==> src/rtl/execute_writeback.sv <==
// execute_writeback: clocked execute stage behind decode. Captures one operand
// bundle per toggle handshake, evaluates one of eight ALU ops, and forwards
// register results to the regbank write port over a second toggle handshake.
// Optional feature macro: EXEC_FLAGS_EN builds the NZCV flag logic.
module execute_writeback #(
    parameter int unsigned SYNC_STAGES = 2,
    parameter int unsigned DATA_WIDTH  = 32
) (
    input  logic                  clk,
    input  logic                  reset,
    input  logic                  readyIn,
    input  logic [DATA_WIDTH-1:0] data1In,
    input  logic [DATA_WIDTH-1:0] data2In,
    input  logic [DATA_WIDTH-1:0] data3In,
    input  logic [DATA_WIDTH-1:0] data4In,
    input  logic [3:0]            typeIn,
    output logic                  triggerOut,
    input  logic                  readyInW,
    output logic                  triggerOutW,
    output logic [DATA_WIDTH-1:0] addrW,
    output logic [DATA_WIDTH-1:0] dataW,
    output logic [3:0]            flagsOut,
    output logic                  busy
);
    localparam int unsigned OP_W  = 4;
    localparam int unsigned IDX_W = 4;
    localparam int unsigned MSB   = DATA_WIDTH - 1;

    localparam logic [OP_W-1:0] OP_ADD = 4'd0;
    localparam logic [OP_W-1:0] OP_SUB = 4'd1;
    localparam logic [OP_W-1:0] OP_AND = 4'd2;
    localparam logic [OP_W-1:0] OP_ORR = 4'd3;
    localparam logic [OP_W-1:0] OP_EOR = 4'd4;
    localparam logic [OP_W-1:0] OP_MOV = 4'd5;
    localparam logic [OP_W-1:0] OP_CMP = 4'd6;
    localparam logic [OP_W-1:0] OP_MVN = 4'd7;

    typedef enum logic [2:0] {
        S_IDLE  = 3'd0,
        S_EXEC  = 3'd1,
        S_WB_LO = 3'd2,
        S_WB_HI = 3'd3,
        S_DRAIN = 3'd4
    } state_t;

    state_t                  r_state;
    state_t                  w_state_next;
    logic [SYNC_STAGES-1:0]  r_rdy_sync;
    logic [SYNC_STAGES-1:0]  r_rdyw_sync;
    logic                    w_rdy_s;
    logic                    w_rdyw_s;
    logic [DATA_WIDTH-1:0]   r_a;
    logic [DATA_WIDTH-1:0]   r_b;
    logic [DATA_WIDTH-1:0]   r_result;
    logic [IDX_W-1:0]        r_dst;
    logic [OP_W-1:0]         r_op;
    logic                    r_wsent;
    logic                    r_trig;
    logic                    r_trigw;
    logic                    r_busy;
    logic [DATA_WIDTH-1:0]   r_addrw;
    logic [DATA_WIDTH-1:0]   r_dataw;
    logic [DATA_WIDTH:0]     w_sum;
    logic [DATA_WIDTH:0]     w_diff;
    logic [DATA_WIDTH-1:0]   w_result;
    logic                    w_writes;

    assign w_rdy_s     = r_rdy_sync[SYNC_STAGES-1];
    assign w_rdyw_s    = r_rdyw_sync[SYNC_STAGES-1];
    assign triggerOut  = r_trig;
    assign triggerOutW = r_trigw;
    assign addrW       = r_addrw;
    assign dataW       = r_dataw;
    assign busy        = r_busy;

    // Bring both level-ready handshakes into the clk domain
    always_ff @(posedge clk or posedge reset) begin
        if (reset) begin
            r_rdy_sync  <= '0;
            r_rdyw_sync <= '0;
        end else begin
            r_rdy_sync  <= {r_rdy_sync[SYNC_STAGES-2:0], readyIn};
            r_rdyw_sync <= {r_rdyw_sync[SYNC_STAGES-2:0], readyInW};
        end
    end

    // ALU on the captured bundle; opcodes 8-15 are NOPs
    always_comb begin
        w_sum    = {1'b0, r_a} + {1'b0, r_b};
        w_diff   = {1'b0, r_a} - {1'b0, r_b};
        w_result = '0;
        case (r_op)
            OP_ADD:         w_result = w_sum[MSB:0];
            OP_SUB, OP_CMP: w_result = w_diff[MSB:0];
            OP_AND:         w_result = r_a & r_b;
            OP_ORR:         w_result = r_a | r_b;
            OP_EOR:         w_result = r_a ^ r_b;
            OP_MOV:         w_result = r_b;
            OP_MVN:         w_result = ~r_b;
            default:        w_result = '0;
        endcase
        w_writes = !r_op[OP_W-1] && (r_op != OP_CMP);
    end

    // State register; busy is registered from the next state
    always_ff @(posedge clk or posedge reset) begin
        if (reset) begin
            r_state <= S_IDLE;
            r_busy  <= 1'b0;
        end else begin
            r_state <= w_state_next;
            r_busy  <= (w_state_next != S_IDLE);
        end
    end

    // Next-state logic
    always_comb begin
        w_state_next = r_state;
        case (r_state)
            S_IDLE:  if (w_rdy_s) w_state_next = S_EXEC;
            S_EXEC:  w_state_next = w_writes ? S_WB_LO : S_DRAIN;
            S_WB_LO: if (!w_rdyw_s) w_state_next = S_WB_HI;
            S_WB_HI: if (w_rdyw_s) w_state_next = S_DRAIN;
            S_DRAIN: if (!w_rdy_s) w_state_next = S_IDLE;
            default: w_state_next = S_IDLE;
        endcase
    end

    // Bundle capture, result register and both toggle handshakes
    always_ff @(posedge clk or posedge reset) begin
        if (reset) begin
            r_a      <= '0;
            r_b      <= '0;
            r_dst    <= '0;
            r_op     <= '0;
            r_result <= '0;
            r_trig   <= 1'b0;
            r_trigw  <= 1'b0;
            r_wsent  <= 1'b0;
            r_addrw  <= '0;
            r_dataw  <= '0;
        end else begin
            case (r_state)
                S_IDLE: begin
                    if (w_rdy_s) begin
                        r_a   <= data1In;
                        r_b   <= data2In;
                        r_dst <= data3In[IDX_W-1:0];
                        r_op  <= typeIn;
                    end
                end
                S_EXEC: begin
                    r_result <= w_result;
                    r_trig   <= ~r_trig;
                    r_wsent  <= 1'b0;
                end
                S_WB_LO: begin
                    if (!r_wsent) begin
                        r_addrw <= DATA_WIDTH'(r_dst);
                        r_dataw <= r_result;
                        r_trigw <= ~r_trigw;
                        r_wsent <= 1'b1;
                    end
                end
                default: ;
            endcase
        end
    end

`ifdef EXEC_FLAGS_EN
    logic       r_s;
    logic [3:0] r_flags;
    logic [3:0] w_flags;
    logic       w_flag_upd;
    logic       w_unused;

    assign w_unused = &{1'b0, data3In[MSB:IDX_W], data4In[MSB:1]};
    assign flagsOut = r_flags;

    // Capture the S bit alongside the bundle
    always_ff @(posedge clk or posedge reset) begin
        if (reset) begin
            r_s <= 1'b0;
        end else if (r_state == S_IDLE && w_rdy_s) begin
            r_s <= data4In[0];
        end
    end

    // NZCV next value; logical ops keep C and V
    always_comb begin
        w_flags    = r_flags;
        w_flag_upd = (r_s && !r_op[OP_W-1]) || (r_op == OP_CMP);
        w_flags[3] = w_result[MSB];
        w_flags[2] = (w_result == '0);
        case (r_op)
            OP_ADD: begin
                w_flags[1] = w_sum[DATA_WIDTH];
                w_flags[0] = (r_a[MSB] == r_b[MSB]) && (w_sum[MSB] != r_a[MSB]);
            end
            OP_SUB, OP_CMP: begin
                w_flags[1] = ~w_diff[DATA_WIDTH];
                w_flags[0] = (r_a[MSB] != r_b[MSB]) && (w_diff[MSB] != r_a[MSB]);
            end
            default: ;
        endcase
    end

    // Flags register, updated when EXEC retires a flag-setting op
    always_ff @(posedge clk or posedge reset) begin
        if (reset) begin
            r_flags <= '0;
        end else if (r_state == S_EXEC && w_flag_upd) begin
            r_flags <= w_flags;
        end
    end
`else
    logic w_unused;

    assign w_unused = &{1'b0, data3In[MSB:IDX_W], data4In, w_sum[DATA_WIDTH], w_diff[DATA_WIDTH]};
    assign flagsOut = 4'b0;
`endif

endmodule
==> config.mk <==
export PLATFORM = sky130hd
export DESIGN_NAME = execute_writeback
export DESIGN_NICKNAME = d
export VERILOG_FILES = /design/src/rtl/execute_writeback.sv
export SDC_FILE = /design/constraint.sdc
export NUM_CORES = 1
export LEC_CHECK = 0
export BUFFER_PORTS_ARGS = -buffer_cell sky130_fd_sc_hd__buf_2
export CAP_MARGIN = 40
export CORE_ASPECT_RATIO = 1.5
export CORE_MARGIN = 2
export CORE_UTILIZATION = 35
export CTS_CLUSTER_DIAMETER = 80
export DETAILED_ROUTE_END_ITERATION = 10
export PLACE_DENSITY = 0.54
export SLEW_MARGIN = 0
export SYNTH_ARGS = -nofsm -noshare
export SYNTH_HDL_FRONTEND = slang
export SYNTH_SLANG_ARGS = --single-unit
==> constraint.sdc <==
create_clock -name clk -period 13.54 [get_ports clk]
set_input_delay 1.354 -clock clk [delete_from_list [all_inputs] [get_ports clk]]
set_output_delay 1.354 -clock clk [all_outputs]
set_load 0.02 [all_outputs]
* Word level (Yosys, flattened, before mapping)
Cells that the tools add are included.
** Operators by class
- Add/sub/neg operators :: 2
- Eq/ne operators :: 12
- Muxes and demuxes :: 8
- Bitwise logic cells :: 7
- Reductions and logical operators :: 9
** Operators with widths (number)
- one-hot mux 32 bit (7 select lines) :: 1
- adder 32 bit :: 1
- bitwise AND 32 bit :: 1
- inverter 32 bit :: 1
- bitwise OR 32 bit :: 1
- subtractor 32 bit :: 1
- XOR 32 bit :: 1
- equality test 4 x 3 -> 1 bit, second input constant :: 4
- 2-to-1 mux 3 bit :: 5
- one-hot mux 3 bit (5 select lines) :: 1
- equality test 4 x 2 -> 1 bit, second input constant :: 2
- equality test 3 x 2 -> 1 bit, second input constant :: 2
- equality test 4 x 1 -> 1 bit, second input constant :: 1
- zero test 4 bit :: 1
- inequality test 4 x 3 -> 1 bit, second input constant :: 1
- AND reduction 2 bit :: 2
- equality test 3 x 1 -> 1 bit, second input constant :: 1
- equality test 3 bit, second input constant :: 1
- zero test 3 bit :: 1
- inverter 1 bit :: 3
- nonzero test 3 bit :: 1
- one-hot mux 1 bit (2 select lines) :: 1
- nonzero test 2 bit :: 1
- OR reduction 2 bit :: 1
- other kinds (2) :: 2
** Word-level totals
- Bits in registers :: 151
- Output and inout bits :: 71
- Word-level logic and storage cells :: 52

* Longest topological paths before layout
- Depth in word-level cells :: 5
- Gate-level depth with buffers :: 17

* Least setup slack after synthesis
Ideal clock, no wire load.
- Kind :: register to register
- From :: reg r_b[4]
- To :: reg r_result[31]
- Arrival time :: 3621 ps
- Path slack :: 9792 ps
- Cell stages (with the launch flop) :: 17
- Cell sequence :: dfrtp_1 nor4_4 nand2_1 nor4_1 nand2b_1 o31ai_1 xnor2_1 ha_1 buf_2 nand4_1 or2_1 or4_1 a21oi_2 o21ai_1 a21oi_2 xnor2_1 o21ai_1
** Between the ends
- Longest elaborated chain between the ends :: 2
- Elaborated cells on any way between the ends :: 3
- Classes of those cells :: add/sub: 2; mux: 1
** Ends and longest elaborated chain
- start, declared :: line 53 : logic [DATA_WIDTH-1:0] r_b;
- start signal, assigned :: line 147 : r_b <= data2In;
- subtractor 32 bit or adder 32 bit (tied branches) :: line 90, 89
- one-hot mux 32 bit (7 select lines) (*) :: line 92 : case (r_op)
- end signal, assigned :: line 153 : r_result <= w_result;
- end, declared :: line 54 : logic [DATA_WIDTH-1:0] r_result;
Mark *: on every way between the ends. The rest lies on a longest branch, timed or not.
A chain may end at the register's enable or synchronous reset.

* Worst setup path in the final report
- From :: reg r_op[1]
- To :: reg r_result[24]
** Between the ends
- Longest elaborated chain between the ends :: 3
- Elaborated cells on any way between the ends :: 10
- Classes of those cells :: eq/ne: 7; mux: 1; reduce/logical: 2
** Ends and longest elaborated chain
- start, declared :: line 56 : logic [OP_W-1:0] r_op;
- start signal, assigned :: line 149 : r_op <= typeIn;
- equality test 4 x 1 -> 1 bit or equality test 4 x 3 -> 1 bit (tied branches) :: line 92
- OR reduction 2 bit :: line 92
- one-hot mux 32 bit (7 select lines) (*) :: line 92
Marked as above.

==> summary.md <==
| Metric | Value |
|---|---|
| Setup slack, reg-to-reg | `9040 ps` |
| Die footprint | `30,100 um2` |
| Overall overflow remaining after global route | `0` |
| Vertical die dimension | `211 um` |
| Diodes inserted | `0` |
| Depth of the worst register-to-register path | `15` |
| Sequential element share of the synthesized area | `0.377` |
| Largest voltage drop on the vdd net | `0.104 mV` |
| Cts repair resizes | `0` |
| Detailed router's first-iteration violation count | `529` |
| Type of the worst min-delay path | `flip-flop to flip-flop` |
| Share of the cycle needed by the critical path after routing | `0.332` |
| CP Max Fanout | `11` |
| Endpoint of the lowest-slack register-to-register path | `r_result[24]$_DFFE_PP0P_` |
| Pin count of the biggest net entering global routing | `89` |
| Setup TNS Final | `0 ps` |
| Layout Nets | `1,431` |
| Clock input transition at the sequential cells of the worst setup and hold paths | `60 ps` |
| Setup Crit Path Kind | `flip-flop to flip-flop` |
| Cells on Worst Hold Path | `0` |
| Routing usage on met3 | `0.0299` |
| TritonCTS clock tree | `built` |
| Antenna violations before repair | `0` |
| Row Count | `75` |
| Static power due to leakage | `5.21 nW` |
| Clk sink count | `151` |
| Met2 Use GR | `0.328` |
| Hold slack | `351 ps` |
| Final count of pins violating max slew | `0` |
| Gr busiest metal | `met2` |
| Total power divided by cell area | `310 nW/um2` |
| Fill cell total of the finished layout | `2,809` |
| Hold_sp | `r_rdyw_sync[0]$_DFF_PP0_` |
| Mean cell area of the mapped netlist | `9.06 um2` |
| Dominant synthesized flop cell | `sky130_fd_sc_hd__dfrtp_1` |
| Commonest non-fill, non-tap cell in the layout | `sky130_fd_sc_hd__dfrtp_1` |
| Status | `finished, final reports clean` |
| Crit end category | `flip-flop` |
| Critical path data arrival time | `4800 ps` |
| Remaining max-slew budget at the tightest pin | `0.467` |
| Gate count after technology mapping | `1,108` |
| Share of layout cells above drive strength 1 | `0.191` |
| Max incr delay on CP | `650 ps` |
| Number of detailed-route iterations in the first pass | `5` |
| Fmax | `222 MHz` |
| Number of synthesized register bits | `151` |
| Post-route antenna net violation count | `0` |
| Average detailed-routed wire length per instance | `17.9 um` |
| Growth of design area from synthesis to finish | `14.7%` |
| Transition time at the pin with the least slew margin | `799 ps` |
| Number of max-capacitance violations reported | `0` |
| Final routed wirelength across all metal layers | `27,800 um` |
| Final weighted congestion in routability-driven placement | `0.856` |
| Post-synth design cell area | `10,000 um2` |
| Routed vias | `8,281` |
| Clock period minus worst slack | `4500 ps` |
| Number of enable-type register cells in the synthesized netlist | `0` |
| Number of hold violations in the final report | `0` |
| Setup Viol. Count Final | `0` |
| Depth of the CTS H-tree | `4` |
| Count of buffers added by post-CTS timing repair for setup | `0` |
| Clock network latency to the later pin of the worst-skew pair | `450 ps` |
| CP Cell Sequence | `and3b_1 -> a21oi_1 -> nor2_2 -> buf_8 -> nor2_1 -> xnor2_1 -> ha_1 -> nor2b_1 -> o2111ai_1 -> a21oi_2 -> o21ai_1 -> o311ai_1 -> a41oi_1 -> xor2_1 -> o21ai_0` |
| Number of global-route vias before repair | `8,203` |
| Starting density of the core | `0.358` |
| Max clock buf depth | `2` |
| I/O pin total | `207` |
| Avg Vias per Cell | `5.32` |
| Unrepaired setup endpoints after global routing | `no` |
| Unique masters post-synth | `67` |
| Min-Delay Endpoint | `r_rdyw_sync[1]$_DFF_PP0_` |
| Met1 Resource Use GR | `0.243` |
| Total CTS buffers | `17` |
| Placed wire-length estimate | `20,100 um` |
| Core box area | `28,100 um2` |
| Most frequent cells in the layout | `sky130_fd_sc_hd__dfrtp_1, sky130_fd_sc_hd__nand2_1, sky130_fd_sc_hd__o21ai_0` |
| Crit path max-delay cell type | `sky130_fd_sc_hd__dfrtp_1` |
| Width of the die | `142 um` |
| Kind of launch point of the worst setup path | `flip-flop` |
| Number of buffers inserted by hold repair at cts | `0` |
| RR Startpoint | `r_op[1]$_DFFE_PP0P_` |
| Setup skew after layout | `10.7 ps` |
| Number of synthesis warnings | `0` |
| Synth async-reset ratio | `1.00` |
| Worst endpoint required time | `13,840 ps` |
| Library cell used as clock root buffer | `sky130_fd_sc_hd__clkbuf_16` |
| Global-route wire length before repair | `44,400 um` |
| Number of remaining DRC errors | `0` |
| Port Buf Inserts | `114` |
| Total routing usage reported by global routing | `0.192` |
==> critical path: cells and delay by family, from the launching register on <==
family | cells | cell delay (ps)
AOI/OAI and AO/OA | 7 | 1740
and+or+nand+nor | 4 | 1060
DFF | 1 | 650
adders and majority gates | 1 | 340
xor gates and xnor gates | 2 | 320
buffers and inverters | 1 | 220
==> cell usage after synthesis (all sizes together), types with 4 or more instances <==
cell type    n  area [um2]
nand3       11        55.1
o21a         7        52.6
o22ai        4        25.0
clkbuf      44         165
nor2b        4        25.0
a221oi      28         245
nand4        9        62.6
nor4         5        61.3
a21o        16         120
dfrtp      151        3780
a31oi       16         106
xor2         9        78.8
nand2b       5        31.3
mux2        44         495
o211ai      10        75.1
buf         46         298
o31ai        6        45.0
o21ai      128         641
o221ai       5        43.8
nor2        67         254
a41oi        6        52.6
a211oi       4        30.0
xnor2       48         428
nor4b        4        35.0
o21bai       7        52.6
ha          96        1200
nor3         8        45.0
inv         73         274
a21oi       54         282
or2          5        31.3
o2111ai     16         140
nand2      140         528
==> stage by stage <==
step	util	setup WS, ps	area (um2)	std cells	total power [mW]
floorplan	-	8120	10100	1139	2.51
global placement	0.385	8930	10800	1519	3.04
detailed placement	0.390	9160	10900	1525	3.09
CTS	0.410	9110	11500	1556	3.59
global route	0.410	8800	11500	1556	3.90
finish	0.410	9040	11500	1556	3.57
==> routing by layer <==
layer / up-vias / share of wire
met5: - / 0
met4: 0 / 0.024
met3: 47 / 0.040
met2: 226 / 0.49
met1: 3980 / 0.44
li1: 4028 / -
==> logic make-up after synthesis <==
| logic type | synth area share |
|---|---|
| buffers and inverters | 0.0735 |
| multiplexers | 0.0504 |
| XOR/XNOR | 0.0505 |
| adder cells (fa/ha/maj) | 0.122 |
| flip-flops | 0.377 |
| other | 0.000374 |
| AND/OR/NAND/NOR | 0.123 |
| AO/OA/AOI/OAI | 0.204 |
==> final cells by class <==
cell class | instances | area (um2) | share of cell area
multi-input combinational | 825 | 5680 | 0.493
clock inverter | 11 | 125 | 0.0109
sequential | 151 | 3780 | 0.328
clock buffer | 20 | 437 | 0.0379
timing repair buffer | 130 | 778 | 0.0676
inverter | 73 | 279 | 0.0242
tap | 346 | 433 | 0.0376
==> power breakdown <==
group / internal [mW] / switching, mW / total, mW
registers: 0.670 / 0.227 / 0.896
logic: 0.896 / 1.30 / 2.20
clock network: 0.271 / 0.202 / 0.472
==> sequential cells by signal (all words and copies together) (netlist names) <==
| signal | flops |
|---|---|
| addrW | 4 |
| busy | 1 |
| dataW | 32 |
| r_a | 32 |
| r_b | 32 |
| r_dst | 4 |
| r_op | 4 |
| r_rdy_sync | 2 |
| r_rdyw_sync | 2 |
| r_result | 32 |
| r_state | 3 |
| r_wsent | 1 |
| triggerOut | 1 |
| triggerOutW | 1 |
==> how the worst max path moves through the flow <==
| stage | endpoint | cells after the start | slack [ps] | startpoint |
|---|---|---|---|---|
| 2_1_floorplan | addrW[0]$_DFFE_PP0P_ | 1 | 8120 | reset |
| 3_3_place_gp | r_result[24]$_DFFE_PP0P_ | 14 | 8930 | r_op[1]$_DFFE_PP0P_ |
| 3_5_place_dp | r_result[24]$_DFFE_PP0P_ | 15 | 9160 | r_op[1]$_DFFE_PP0P_ |
| 4_1_cts | r_result[24]$_DFFE_PP0P_ | 15 | 9110 | r_op[1]$_DFFE_PP0P_ |
| 5_1_grt | r_result[24]$_DFFE_PP0P_ | 15 | 8800 | r_op[1]$_DFFE_PP0P_ |
| 6_report | r_result[24]$_DFFE_PP0P_ | 15 | 9040 | r_op[1]$_DFFE_PP0P_ |
Power figures use the tool's default switching activity.
